===== config.mk =====
export PLATFORM = sky130hd
export DESIGN_NAME = regfile_writeback_flat
export DESIGN_NICKNAME = d
export VERILOG_FILES = /design/src/rtl/regfile_writeback_pkg.sv /design/src/rtl/regfile_writeback_if.sv /design/src/rtl/regfile_writeback_scoreboard.sv /design/src/rtl/regfile_writeback.sv /design/src/flat_wrapper.sv
export SDC_FILE = /design/constraint.sdc
export NUM_CORES = 2
export LEC_CHECK = 0
export BUFFER_PORTS_ARGS = -buffer_cell sky130_fd_sc_hd__buf_4
export CAP_MARGIN = 20
export CELL_PAD_IN_SITES_DETAIL_PLACEMENT = 1
export CELL_PAD_IN_SITES_GLOBAL_PLACEMENT = 1
export CORE_MARGIN = 2
export CORE_UTILIZATION = 56
export CTS_BUF_LIST = sky130_fd_sc_hd__clkbuf_4
export DETAILED_ROUTE_END_ITERATION = 7
export GPL_ROUTABILITY_DRIVEN = 0
export HOLD_SLACK_MARGIN = 0.1
export MAX_ROUTING_LAYER = met4
export PLACE_DENSITY_LB_ADDON = 0.1
export REMOVE_ABC_BUFFERS = 1
export SYNTH_ARGS = -nofsm -noshare
export SYNTH_HDL_FRONTEND = slang
export SYNTH_SLANG_ARGS = --single-unit

===== constraint.sdc =====
create_clock -name clk -period 102.2 [get_ports clk]
set_clock_uncertainty 0.15 [all_clocks]
set_input_delay 15.33 -clock clk [delete_from_list [all_inputs] [get_ports clk]]
set_output_delay 15.33 -clock clk [all_outputs]
set_load 0.005 [all_outputs]

===== src/rtl/regfile_writeback_pkg.sv =====
// Shared types and constants for the writeback register file.
// Optional same-cycle write-to-read bypass: define REGFILE_WB_BYPASS_EN.
package regfile_writeback_pkg;

    localparam int REG_ADDR_W = 5;
    localparam int WORD_W     = 32;

    localparam logic BANK_GPR = 1'b0;
    localparam logic BANK_FPR = 1'b1;

    // Registered result bundle shared with the ALU wrapper output
    typedef struct packed {
        logic                  enable;
        logic [REG_ADDR_W-1:0] addr;
        logic [WORD_W-1:0]     data;
        logic                  float;
    } wb_bus_t;

    // GPR r0 is hardwired to zero: never written, never pending
    function automatic logic is_gpr_zero(input logic bank, input logic [REG_ADDR_W-1:0] addr);
        return (bank == BANK_GPR) && (addr == '0);
    endfunction

endpackage


===== src/rtl/regfile_writeback_if.sv =====
// Writeback, read-port and issue-mark signals between decode/execute and the register file.
interface regfile_writeback_if
    import regfile_writeback_pkg::*;
#(
    parameter int WIDTH = WORD_W
);
    logic                  wb_enable;
    logic [REG_ADDR_W-1:0] wb_addr;
    logic [WIDTH-1:0]      wb_data;
    logic                  wb_float;

    logic                  rd_en;
    logic [REG_ADDR_W-1:0] rs_addr;
    logic                  rs_float;
    logic [REG_ADDR_W-1:0] rt_addr;
    logic                  rt_float;
    logic [WIDTH-1:0]      rs_data;
    logic [WIDTH-1:0]      rt_data;
    logic                  rs_hazard;
    logic                  rt_hazard;

    logic                  issue_valid;
    logic [REG_ADDR_W-1:0] issue_addr;
    logic                  issue_float;
    logic                  busy;

    modport master (
        output wb_enable, wb_addr, wb_data, wb_float,
        output rd_en, rs_addr, rs_float, rt_addr, rt_float,
        output issue_valid, issue_addr, issue_float,
        input  rs_data, rt_data, rs_hazard, rt_hazard, busy
    );

    modport slave (
        input  wb_enable, wb_addr, wb_data, wb_float,
        input  rd_en, rs_addr, rs_float, rt_addr, rt_float,
        input  issue_valid, issue_addr, issue_float,
        output rs_data, rt_data, rs_hazard, rt_hazard, busy
    );

endinterface


===== src/rtl/regfile_writeback_scoreboard.sv =====
// Per-register pending bits for both banks; issue sets, writeback clears, set wins.
module regfile_writeback_scoreboard
    import regfile_writeback_pkg::*;
#(
    parameter int NREG = 32
) (
    input  logic                  clk,
    input  logic                  reset,
    input  logic                  iss_valid_i,
    input  logic [REG_ADDR_W-1:0] iss_addr_i,
    input  logic                  iss_bank_i,
    input  logic                  wb_valid_i,
    input  logic [REG_ADDR_W-1:0] wb_addr_i,
    input  logic                  wb_bank_i,
    output logic [1:0][NREG-1:0]  pend_o,
    output logic                  busy_o
);

    logic [1:0][NREG-1:0] pend_q, pend_d;
    logic                 busy_q;

    always_comb begin
        pend_d = pend_q;
        if (wb_valid_i)
            pend_d[wb_bank_i][wb_addr_i] = 1'b0;
        // Applied after the clear so a re-issue of the retiring register stays pending
        if (iss_valid_i && !is_gpr_zero(iss_bank_i, iss_addr_i))
            pend_d[iss_bank_i][iss_addr_i] = 1'b1;
    end

    always_ff @(posedge clk or posedge reset) begin
        if (reset) begin
            pend_q <= '0;
            busy_q <= 1'b0;
        end else begin
            pend_q <= pend_d;
            busy_q <= |pend_d;
        end
    end

    assign pend_o = pend_q;
    assign busy_o = busy_q;

endmodule


===== src/rtl/regfile_writeback.sv =====
// GPR/FPR register file with two registered read ports and a RAW scoreboard.
// Optional same-cycle writeback bypass on the read ports: define REGFILE_WB_BYPASS_EN.
module regfile_writeback
    import regfile_writeback_pkg::*;
#(
    parameter int NREG  = 32,
    parameter int WIDTH = WORD_W
) (
    input  logic               clk,
    input  logic               reset,
    regfile_writeback_if.slave rf
);

    typedef struct packed {
        logic [WIDTH-1:0] data;
        logic             haz;
    } rd_t;

    wb_bus_t              wb;
    logic                 wr_ok;
    logic [WIDTH-1:0]     gpr_q [NREG];
    logic [WIDTH-1:0]     fpr_q [NREG];
    logic [1:0][NREG-1:0] pend;
    logic                 busy;
    rd_t                  rs_d, rt_d, rs_q, rt_q;

    assign wb    = '{enable: rf.wb_enable, addr: rf.wb_addr, data: rf.wb_data, float: rf.wb_float};
    assign wr_ok = wb.enable && !is_gpr_zero(wb.float, wb.addr);

    regfile_writeback_scoreboard #(.NREG(NREG)) u_sb (
        .clk         (clk),
        .reset       (reset),
        .iss_valid_i (rf.issue_valid),
        .iss_addr_i  (rf.issue_addr),
        .iss_bank_i  (rf.issue_float),
        .wb_valid_i  (wb.enable),
        .wb_addr_i   (wb.addr),
        .wb_bank_i   (wb.float),
        .pend_o      (pend),
        .busy_o      (busy)
    );

    always_ff @(posedge clk or posedge reset) begin
        if (reset) begin
            for (int i = 0; i < NREG; i++) begin
                gpr_q[i] <= '0;
                fpr_q[i] <= '0;
            end
        end else if (wr_ok) begin
            if (wb.float == BANK_FPR) fpr_q[wb.addr] <= wb.data;
            else                      gpr_q[wb.addr] <= wb.data;
        end
    end

    function automatic rd_t src_read(input logic bank, input logic [REG_ADDR_W-1:0] addr);
        rd_t r;
        r.data = (bank == BANK_FPR) ? fpr_q[addr] : gpr_q[addr];
        r.haz  = pend[bank][addr];
`ifdef REGFILE_WB_BYPASS_EN
        // Retiring producer: forward its value; only a same-cycle re-issue keeps the hazard
        if (wr_ok && bank == wb.float && addr == wb.addr) begin
            r.data = wb.data;
            r.haz  = rf.issue_valid && rf.issue_float == bank && rf.issue_addr == addr;
        end
`endif
        return r;
    endfunction

    always_comb begin
        rs_d = src_read(rf.rs_float, rf.rs_addr);
        rt_d = src_read(rf.rt_float, rf.rt_addr);
    end

    always_ff @(posedge clk or posedge reset) begin
        if (reset) begin
            rs_q <= '0;
            rt_q <= '0;
        end else if (rf.rd_en) begin
            rs_q <= rs_d;
            rt_q <= rt_d;
        end
    end

    assign rf.rs_data   = rs_q.data;
    assign rf.rt_data   = rt_q.data;
    assign rf.rs_hazard = rs_q.haz;
    assign rf.rt_hazard = rt_q.haz;
    assign rf.busy      = busy;

endmodule


===== src/flat_wrapper.sv =====
// flat-port wrapper written by rule: the top's interface ports become plain ports
module regfile_writeback_flat import regfile_writeback_pkg::*;
#(
    parameter int NREG  = 32,
    parameter int WIDTH = WORD_W
)
  (clk, reset, rf_wb_enable, rf_wb_addr, rf_wb_data, rf_wb_float, rf_rd_en, rf_rs_addr, rf_rs_float, rf_rt_addr, rf_rt_float, rf_issue_valid, rf_issue_addr, rf_issue_float, rf_rs_data, rf_rt_data, rf_rs_hazard, rf_rt_hazard, rf_busy);
  regfile_writeback_if #(.WIDTH(WIDTH)) rf_i ();
  input  logic clk;
  input  logic reset;
  input wire logic [$bits(rf_i.wb_enable)-1:0] rf_wb_enable;
  input wire logic [$bits(rf_i.wb_addr)-1:0] rf_wb_addr;
  input wire logic [$bits(rf_i.wb_data)-1:0] rf_wb_data;
  input wire logic [$bits(rf_i.wb_float)-1:0] rf_wb_float;
  input wire logic [$bits(rf_i.rd_en)-1:0] rf_rd_en;
  input wire logic [$bits(rf_i.rs_addr)-1:0] rf_rs_addr;
  input wire logic [$bits(rf_i.rs_float)-1:0] rf_rs_float;
  input wire logic [$bits(rf_i.rt_addr)-1:0] rf_rt_addr;
  input wire logic [$bits(rf_i.rt_float)-1:0] rf_rt_float;
  input wire logic [$bits(rf_i.issue_valid)-1:0] rf_issue_valid;
  input wire logic [$bits(rf_i.issue_addr)-1:0] rf_issue_addr;
  input wire logic [$bits(rf_i.issue_float)-1:0] rf_issue_float;
  output wire logic [$bits(rf_i.rs_data)-1:0] rf_rs_data;
  output wire logic [$bits(rf_i.rt_data)-1:0] rf_rt_data;
  output wire logic [$bits(rf_i.rs_hazard)-1:0] rf_rs_hazard;
  output wire logic [$bits(rf_i.rt_hazard)-1:0] rf_rt_hazard;
  output wire logic [$bits(rf_i.busy)-1:0] rf_busy;
  assign rf_i.wb_enable = rf_wb_enable;
  assign rf_i.wb_addr = rf_wb_addr;
  assign rf_i.wb_data = rf_wb_data;
  assign rf_i.wb_float = rf_wb_float;
  assign rf_i.rd_en = rf_rd_en;
  assign rf_i.rs_addr = rf_rs_addr;
  assign rf_i.rs_float = rf_rs_float;
  assign rf_i.rt_addr = rf_rt_addr;
  assign rf_i.rt_float = rf_rt_float;
  assign rf_i.issue_valid = rf_issue_valid;
  assign rf_i.issue_addr = rf_issue_addr;
  assign rf_i.issue_float = rf_issue_float;
  assign rf_rs_data = rf_i.rs_data;
  assign rf_rt_data = rf_i.rt_data;
  assign rf_rs_hazard = rf_i.rs_hazard;
  assign rf_rt_hazard = rf_i.rt_hazard;
  assign rf_busy = rf_i.busy;
  regfile_writeback #(.NREG(NREG), .WIDTH(WIDTH)) u_core (.clk(clk), .reset(reset), .rf(rf_i));
endmodule

Word level (Yosys, flattened, before mapping)
Cells that the tools add are included.
- bits in registers: 2179
- bits in latches: 0
- bits in writable memories: 0
- memory bits (read-only): 0
- input port bits: 61
- output and inout bits: 67
- logic and storage cells: 147
- memories kept: 0
- add/sub/neg operators: 0
- $mul: 0
- div/mod/pow operators: 0
- $lt $le $gt $ge: 16
- equal/unequal tests: 0
- shift operators: 0
- multiplexer cells: 36
- bitwise operators: 8
- reductions and logical operators: 16
- operators with widths (operator ; number):
    $bwmux W1024 ; 2
    $bmux W32 S5 ; 4
    $mux W32 ; 17
    $demux W32 S5 ; 1
    $mux W64 ; 2
    $and A64 B64 Y64 ; 1
    $demux W32 S1 ; 2
    $not A64 Y64 ; 1
    $or A64 B64 Y64 ; 1
    $reduce_or A64 Y1 ; 1
    $lt A5 B6 Y1 const B ; 4
    $ge A6 B6 Y1 const B ; 3
    $not A5 Y6 ; 3
    $bmux W1 S5 ; 2
    $demux W1 S5 ; 2
    $ge A5 B1 Y1 const B ; 2
    $logic_not A5 Y1 ; 2
    $logic_and A1 B1 Y1 ; 9
    $lt A1 B2 Y1 const B ; 4
    $lt A6 B1 Y1 const B ; 1
    $mux W1 ; 4
    $reduce_and A2 Y1 ; 2
    $ge A1 B1 Y1 const B ; 2
    $logic_not A1 Y1 ; 2
    $not A1 Y1 ; 2

Longest topological paths before layout
- depth after elaboration: 12
- depth in mapped cells: 10
- depth with buffers taken out: 6

Hierarchy
From an unflattened synthesis, not the netlist that was laid out.
- cell total of the unflattened synthesis: 7640
- area, all modules: 114392.2 sq um
- modules (own cells, without submodules) (module ; instances ; cells an instance ; area an instance (sq um) ; sequential area each (sq um)):
    regfile_writeback ; 1 ; 7381 ; 111680.9 ; 52900.7
    regfile_writeback_scoreboard ; 1 ; 259 ; 2711.4 ; 1626.6

Worst setup path after synthesis
No wires, ideal clock.
- kind: input to register
- start: in rf_wb_float
- end: reg u_core.u_sb.busy_q (netlist: u_core.u_sb.busy_o)
- library setup time: 0.139 ns
- arrival: 17.544 ns
- required time: 101.911 ns
- setup slack: 84.368 ns
- stages: 8
- path buffers: 2
- path through: buf_2 -> and4bb_1 -> buf_2 -> nand2_1 -> a22o_1 -> or4_1 -> or4_1 -> or4_1
- RTL lines (what ; RTL line ; RTL):
    from (decl) ; flat_wrapper.sv:14 ; input wire logic [$bits(rf_i.wb_float)-1:0] rf_wb_float;
    to (signal assigned) ; regfile_writeback_scoreboard.sv:37 ; busy_q <= |pend_d;
    to (decl) ; regfile_writeback_scoreboard.sv:20 ; logic busy_q;

==> results by group <==
Status
  – Status: finished clean

Clocking
  – CTS Buf Count: 607
  – H-tree levels: 6
  – Clock transition at path regs: 0.06 ns
  – # clock sinks: 2,179
  – Bufs on Longest Clock Path: 4
  – CTS tree: yes
  – Root buffer cell: clkbuf_4
  – Skew-Pair Late Insertion Delay: 1.51 ns
  – Post-CTS Setup Bufs: 0
  – Post-cts hold buffer count: 0
  – Post-CTS sizing: 0

Power
  – Leakage: 56.6 nW
  – Pwr Density: 17.9 nW/um^2
  – Max VDD drop: 0.0144 mV

STA
  – Setup TNS: 0 ns
  – Fin. Hold Viols: 0
  – Final setup margin: 83.05 ns
  – Setup violations, final: 0
  – Final hold slack: 0.246 ns
  – Post-layout minimum cycle time: 19.15 ns
  – Fin crit share: 0.187
  – Slew headroom: 0.0799
  – Fmax: 52.2 MHz
  – Slew @ Worst Pin: 1.37 ns
  – Max Slew Vio Count: 0
  – RSZ-0062 raised after global routing: no

Placement
  – Area after DPL: 117,000 sq um
  – DPL Wire Length: 217,000 um
  – Placed Cells: 9,949
  – Buffers added on ports: 127
  – Dpl ws: 81.39 ns

Min path
  – Hold WC Path Type: reg -> reg

Die
  – Initial core utilization: 0.565
  – Site Rows: 165
  – Die area: 208,000 sq um
  – Die H: 456 um
  – Die W: 456 um
  – IO Pins: 128
  – CORE AREA: 203,000 sq um

Critical path
  – Kind of critical path: in -> async
  – Worst setup path end: u_core.u_sb.pend_o[32]
  – Reg-to-reg critical path endpoint: u_core.rf.rs_data[7]
  – Worst Setup End Kind: asynchronous set/reset pin
  – Worst r2r src: u_core.gpr_q[423]
  – Crit path max fanout: 118
  – Reg2reg path depth: 4
  – CP required: 103.50 ns
  – Crit path DAT: 20.45 ns
  – R2R setup slack: 99.26 ns
  – Crit path launch type: input pin
  – Worst setup path start: reset

Synth
  – Synth warn: 0
  – Number of synthesized flops with an enable pin: 0
  – Seq/Total Area, Yosys: 0.477
  – Cell taking the most area after synthesis: dfrtp_1
  – Main area contributors after synthesis: dfrtp_1 48%, mux2_2 20%, mux4_2 18%
  – Post-synth ARST share: 1.00
  – Post-Syn Area per Cell: 14.5 sq um
  – Synthesis-stage register bit count: 2,179
  – Cell Area, Synth: 114,000 sq um
  – Netlist cell types: 49
  – Primary FF master, synth: dfrtp_1
  – Post-Syn Instances: 7,877
  – Synth top area share: 0.477

Final layout
  – Design Area, Final: 125,000 sq um
  – Commonest non-fill, non-tap cell in the layout: dfrtp_1
  – Area grow syn2layout: 8.87%
  – Commonest non-fill, non-tap cells in the layout: 2,179 x dfrtp_1, 2,016 x mux2_2, 926 x mux4_2
  – Layout cells sized above 1: 0.517
  – Final Non-Filler Cells: 11,000
  – Final net count: 7,964

Route
  – DR WL/cell: 36.0 um
  – WL final: 395,000 um
  – Vias: 78,700
  – DRT Pass-1 Iters: 5
  – Post-DR vias/cell: 7.17
  – 1st-iter DRT viols: 8,335
  – DRT antenna net count: 0
  – Residual DRC: 0

GRT
  – Number of global-route vias before repair: 84,800
  – Total Routing Usage GR: 0.392
  – First-pass GRT wire length: 580,000 um
  – GR Overflow Total: 0
  – Initial antenna violation count: 24
  – Largest net degree at the start of global routing: 162

Flow run
  – Number of max-cap violations: 0
synthesized netlist by cell type (67+ instances only):
cell	number
mux4_2	926
nand3_1	131
a31oi_1	68
nor2_1	151
a22oi_1	196
mux2_2	2016
nand2_1	136
buf_1	247
and3_1	67
a22o_1	110
mux2i_1	396
o21ai_0	211
a21oi_1	68
dfrtp_1	2179
clkbuf_1	612
metrics by stage:
stage	total power, W	util
after detailed placement	0.00146	0.579
after global routing	0.00233	0.615
final	0.00223	0.615
after CTS	0.00224	0.614
after global placement	0.00143	0.578
after floorplan	0.00131	-
cell families (layout without fill, tap and decap cells):
| group | count (synthesis) | after routing | share of synthesized area |
|---|---|---|---|
| compound gates | 852 | 852 | 0.0517 |
| buf+inv | 921 | 1328 | 0.0308 |
| simple gates | 587 | 587 | 0.0255 |
| flops | 2179 | 2179 | 0.477 |
| other cells | 0 | 18 | 0 |
| mux | 3338 | 3338 | 0.415 |
critical path, stage by stage:
cell,delay (ns)
buf_4,0.13
inv_8,0.53
buf_4,0.81
buf_4,0.81
buf_4,0.79
buf_4,0.89
buf_4,0.87
layout make-up:
| class | instances | area, sq um |
|---|---|---|
| diodes | 18 | 45.0 |
| clock buffers | 900 | 6760 |
| clock inverters | 90 | 399 |
| fillers | 18700 | 78000 |
| inverters | 5 | 26.3 |
| multi-input cells | 4777 | 56700 |
| flip-flops and latches | 2179 | 54500 |
| well taps | 2672 | 3340 |
| repair buffers | 333 | 2730 |
how the worst min path moves through the flow:
stage | startpoint | end | cells past startpoint | slack, ns
after detailed placement | u_core.gpr_q[1003] | u_core.gpr_q[1003] | 0 | 0.23
after floorplan | u_core.gpr_q[1000] | u_core.gpr_q[1000] | 0 | 0.22
after global placement | u_core.gpr_q[1010] | u_core.gpr_q[1010] | 0 | 0.23
after global routing | u_core.gpr_q[1022] | u_core.gpr_q[1022] | 0 | 0.26
after CTS | u_core.gpr_q[1002] | u_core.gpr_q[1002] | 0 | 0.25
final | u_core.gpr_q[999] | u_core.gpr_q[999] | 0 | 0.25
where the power goes:
| group | total (W) | internal, W | switching, W | leakage (nW) |
|---|---|---|---|---|
| clock | 0.000784 | 0.000403 | 0.000381 | 4.35 |
| combinational | 0.000380 | 0.000208 | 0.000171 | 23.4 |
| sequential | 0.00107 | 0.000977 | 0.0000908 | 28.9 |
| total | 0.00223 | 0.00159 | 0.000643 | 56.6 |
sequential cells by signal, summed over array words and instances (netlist names):
register / flops
u_core.fpr_q: 1024
u_core.gpr_q: 1024
u_core.rf.rs_data: 32
u_core.rf.rs_hazard: 1
u_core.rf.rt_data: 32
u_core.rf.rt_hazard: 1
u_core.u_sb.busy_o: 1
u_core.u_sb.pend_o: 64
metal layers:
layer / part of all wire / vias up / global-route usage / wire length, um
met4: 0.046 / 0 / 0.181 / 18100
met1: 0.40 / 42900 / 0.508 / 158000
met3: 0.089 / 1094 / 0.0940 / 35100
met5: 0 / - / - / 0
met2: 0.47 / 4000 / 0.589 / 184000
li1: - / 30800 / - / -
Power figures use the tool's default switching activity.
